===== src/rtl/motoro3_step_sequencer.sv =====
// Commutation step sequencer for the 3-phase motor PWM datapath.
// Produces the step index, the in-step counter and the boundary strobes. All state changes on the falling clock edge.
module motoro3_step_sequencer #(
    parameter int STEP_NUM = 12,
    parameter int CNT_W    = 25,
    parameter int MIN_LEN  = 4
) (
    input  logic             clk,
    input  logic             nRst,
    input  logic             start,
    input  logic             stop,
    input  logic [CNT_W-1:0] stepLen,
    output logic             pwmActive1,
    output logic [3:0]       sgStep,
    output logic [CNT_W-1:0] m3cnt,
    output logic             m3cntFirst2,
    output logic             m3cntFirst1,
    output logic             m3cntLast2,
    output logic             m3cntLast1,
    output logic [15:0]      roundCnt,
    output logic             busy
);

    typedef enum logic [1:0] {IDLE, LOAD, RUN, DRAIN} state_t;

    localparam logic [CNT_W-1:0] MIN_LEN_C = CNT_W'(MIN_LEN);
    localparam logic [CNT_W-1:0] ONE_C     = CNT_W'(1);
    localparam logic [CNT_W-1:0] TWO_C     = CNT_W'(2);
    localparam logic [3:0]       LAST_STEP = 4'(STEP_NUM - 1);

    state_t           state;
    logic [CNT_W-1:0] lenLat;
    logic [CNT_W-1:0] clampLen;
    logic             inRun;
    logic             stepEnd;

    assign clampLen = (stepLen < MIN_LEN_C) ? MIN_LEN_C : stepLen;
    assign inRun    = (state == RUN);
    assign stepEnd  = inRun && (m3cnt == lenLat - ONE_C);

    // Strobes are pure decodes; lenLat >= 4 keeps all four on distinct cycles.
    assign m3cntFirst2 = inRun && (m3cnt == '0);
    assign m3cntFirst1 = inRun && (m3cnt == ONE_C);
    assign m3cntLast2  = inRun && (m3cnt == lenLat - TWO_C);
    assign m3cntLast1  = stepEnd;

    always_ff @(negedge clk or negedge nRst) begin
        if (!nRst) begin
            state      <= IDLE;
            pwmActive1 <= 1'b0;
            sgStep     <= '0;
            m3cnt      <= '0;
            roundCnt   <= '0;
            busy       <= 1'b0;
            lenLat     <= MIN_LEN_C;
        end else begin
            case (state)
                IDLE: begin
                    pwmActive1 <= 1'b0;
                    m3cnt      <= '0;
                    if (start) begin
                        state <= LOAD;
                        busy  <= 1'b1;
                    end
                end
                LOAD: begin
                    lenLat     <= clampLen;
                    m3cnt      <= '0;
                    pwmActive1 <= 1'b1;
                    state      <= RUN;
                end
                RUN: begin
                    if (stepEnd) begin
                        // The step index advances even when stopping, so a restart resumes on the next step.
                        m3cnt <= '0;
                        if (sgStep == LAST_STEP) begin
                            sgStep   <= '0;
                            roundCnt <= roundCnt + 16'd1;
                        end else begin
                            sgStep <= sgStep + 4'd1;
                        end
                        if (stop) begin
                            state      <= DRAIN;
                            pwmActive1 <= 1'b0;
                        end else begin
                            lenLat <= clampLen;
                        end
                    end else begin
                        m3cnt <= m3cnt + ONE_C;
                    end
                end
                DRAIN: begin
                    state <= IDLE;
                    busy  <= 1'b0;
                end
                default: begin
                    state <= IDLE;
                    busy  <= 1'b0;
                end
            endcase
        end
    end

endmodule


===== config.mk =====
export PLATFORM = sky130hd
export DESIGN_NAME = motoro3_step_sequencer
export DESIGN_NICKNAME = d
export VERILOG_FILES = /design/src/rtl/motoro3_step_sequencer.sv
export SDC_FILE = /design/constraint.sdc
export NUM_CORES = 1
export LEC_CHECK = 0
export CAP_MARGIN = 20
export CORE_ASPECT_RATIO = 1.5
export CORE_MARGIN = 4
export CORE_UTILIZATION = 40
export DETAILED_ROUTE_END_ITERATION = 10
export PLACE_DENSITY = 0.74
export SLEW_MARGIN = 25
export SYNTH_ARGS = -nofsm -noshare
export SYNTH_HDL_FRONTEND = slang
export SYNTH_SLANG_ARGS = --single-unit

===== constraint.sdc =====
create_clock -name clk -period 4.2 [get_ports clk]
set_input_delay 0.84 -clock clk [delete_from_list [all_inputs] [get_ports clk]]
set_output_delay 0.84 -clock clk [all_outputs]
set_load 0.005 [all_outputs]

==> reports/metrics.yaml <==
cts_tree: "done"
antenna_found_initial: 0
finalMaxSlewViolations: 0
drive_gt1_share_pct: 42.7
hold_viol: 0
synth.most_common_cell: "dfrtn_1"
netSwitchingFraction_pct: 27.0
postRouteAntennaNets: 0
synth_edf_count: 0
overflow: 0
min_from: "roundCnt[14]"
cts.sinks: 74
final_area_um2: 8580
place_congestion: 0.884
drc: 0
routed_wl_um: 18100
synthesis.instances: 556
fin_nets: 900
cts-htree-levels: 3
synth.distinct_cells: 61
wl_per_cell_um: 17.8
p_seq_share_pct: 39.7
whs_ns: 0.461
worst-setup-path-type: "register to primary output"
die_w_um: 101
multi_input_area_um2: 3480
place_ws_ns: -1.57
drt-pass1-iter-count: 5
grt_setup_unrepaired: "yes"
grt_usage_pct: 24.5
rr_worst_depth: 11
status: "complete, but fails checks"
synthAdderAreaFrac_pct: 3.07
violations: "negative setup slack"
cts_root_buf: "clkbuf_16"
post-synth-top-area-fraction_pct: 35.0
vias_per_cell: 5.34
relSlewSlack_pct: 60.6
reg2reg_to: "lenLat[6]"
die_y_um: 148
powerDensity_nw_per_um2: 223
min_path_cells: 2
synth_compound_area_share_pct: 8.39
hpwlAfterDp_um: 13400
grt_first_pass_wirelength_um: 29000
final_cells: 1020
dieArea_um2: 15000
dp_cells: 937
synth_area_leaders: "dfrtn_1 (35%), xnor2_1 (7.6%), xor2_1 (6.7%)"
row_count: 50
power_mw: 1.91
endpoint_kind: "primary output"
pwr-share-clk_pct: 41.8
async_reset_ff_share_pct: 100
pwr-share-comb_pct: 18.5
cp-start-kind: "register"
route.vias.total: 5444
syn_area_um2: 5220
synth-xor-area-share_pct: 14.3
tightest_slew_ns: 0.590
ys.flop_type: "dfrtn_1"
synth_area_per_cell_um2: 9.39
ff_latch_area_um2: 1850
synth_top_family_by_area: "simple AND/OR/NAND/NOR gates"
fill_cells: 947
switching_power_uw: 516
ir_drop_v: 0.000162
core_um2: 12600
cap_violations: 0
arrival_ns: 4.84
clk_latency_ns: 0.39
detailedRoute.firstIterationViolations: 239
hold_class: "register to register"
clock_skew_ns: 0.0483
rrSetupSlack_ns: 0.84
n_antenna_cell: 0
ys_top_cells_by_count: "dfrtn_1 (73), nor2_1 (51), xnor2_1 (45)"
crit_fanout: 3
setup_tns_ns: -4.51
finalSetupViolCount: 5
start_util_pct: 41.3
power_leakage_nw: 4.27
portBuffers: 79
startpoint: "lenLat[13]"
worst_slack_ns: -1.48
hold_end: "roundCnt[14]"
area_delta_synth_final_pct: 64.4
p_int_mw: 1.40
cp.required_ns: 3.36
clk_pin_slew_worst_paths_ns: 0.05
synth_top_area_cell: "dfrtn_1"
io_pins: 80
synthesis.nets: 597
synth-simple-area-share_pct: 26.6
synth_warnings: 0
ys_seq_elements: 74
muxShareOfSynthArea_pct: 8.51
seq_area_frac_synth_pct: 35.5
grt_max_degree: 36
finalCoreUtilization_pct: 67.9
cts_buffers: 9
grt_pass1_vias: 5799
r2r-start: "lenLat[13]"
cts.path.max_buffers: 2
place_area_um2: 7500
## cells by family after synthesis
logic type | Yosys count
AOI/OAI and AO/OA | 64
buffers and inverters | 42
and+or+nand+nor | 244
adders and majority gates | 13
DFF | 74
xor gates and xnor gates | 85
muxes | 34
## routing by layer
layer | global-route usage [%] | up-vias | wire length (µm)
met3 | 3.07 | 33 | 521
met1 | 27.3 | 2695 | 6950
met5 | 0 | - | 0
met2 | 45.9 | 123 | 10000
li1 | - | 2593 | -
met4 | 9.51 | 0 | 653
## worst max-delay path by stage
stage,end,slack (ns),depth (start not counted)
final,m3cntLast1,-1.48,7
after global routing,m3cntLast1,-1.58,8
after CTS,m3cntLast1,-1.55,10
after detailed placement,m3cntLast1,-1.57,10
after global placement,m3cntLast2,-1.58,10
after floorplan,m3cntLast1,-1.02,6
## registers in the layout, summed over array words and instances (netlist names)
register / count
busy: 1
lenLat: 25
m3cnt: 25
pwmActive1: 1
roundCnt: 16
sgStep: 4
state: 2
## power by group through the flow
stage | sequential (mW) | clock, mW | combinational [mW]
floorplan | 0.775 | 0.00298 | 0.127
global placement | 0.769 | 0.00298 | 0.317
detailed placement | 0.770 | 0.00298 | 0.326
CTS | 0.758 | 0.809 | 0.345
global route | 0.762 | 0.841 | 0.385
finish | 0.760 | 0.799 | 0.355
## worst max-delay path, cell delays in order (launching register included)
cell and delay [ns]:
dfrtn_1 0.35, or4_4 0.56, or4b_4 0.53, buf_4 0.17, o41ai_4 0.24, o211ai_2 0.18
nor4_4 0.20, buf_2 0.17
## layout by cell type (no fill, tap or decap), types with 4 or more instances in the layout
| cell | synthesis | final |
|---|---|---|
| dlygate4sd2_1 | 0 | 22 |
| dfrtn_1 | 73 | 73 |
| nor3_1 | 17 | 12 |
| mux2_2 | 12 | 12 |
| and3_1 | 9 | 8 |
| mux2i_1 | 4 | 4 |
| or3_1 | 8 | 6 |
| dlymetal6s2s_1 | 0 | 12 |
| inv_1 | 17 | 13 |
| buf_6 | 4 | 44 |
| a21o_1 | 4 | 4 |
| and2_1 | 9 | 8 |
| nor2_1 | 51 | 50 |
| nor3_4 | 0 | 4 |
| nand4_1 | 19 | 19 |
| nor3_2 | 5 | 6 |
| xnor2_1 | 45 | 43 |
| nand2b_1 | 8 | 8 |
| nor4_2 | 5 | 9 |
| mux2_4 | 17 | 17 |
| ha_1 | 12 | 10 |
| o21a_1 | 4 | 4 |
| nand3_1 | 30 | 28 |
| xor2_1 | 40 | 40 |
| buf_2 | 4 | 6 |
| clkbuf_16 | 0 | 9 |
| o211ai_1 | 4 | 4 |
| clkdlybuf4s50_1 | 0 | 19 |
| nand2_1 | 35 | 34 |
| nor4_1 | 17 | 7 |
| nor4_4 | 0 | 6 |
| buf_4 | 0 | 197 |
| clkbuf_2 | 0 | 10 |
| o21ai_0 | 12 | 11 |
| a21oi_1 | 19 | 17 |
| and4_1 | 4 | 4 |
## what timing repair did
| action | 4_1_cts | 5_1_grt |
|---|---|---|
| gates resized for setup | 143 | 55 |
| hold buffers | 0 | 0 |
| endpoints found under the setup margin | 73 | 32 |
| pin swaps | 25 | 16 |
| buffers inserted | 52 | 20 |
## area by class of cell
class	instances	area share (%)
multi-input combinational	440	40.6
tap	156	2.27
inverter	16	0.758
timing repair buffer	317	31.2
clock buffer	9	2.62
clock inverter	8	0.962
sequential	74	21.6
Power figures use the tool's default switching activity.
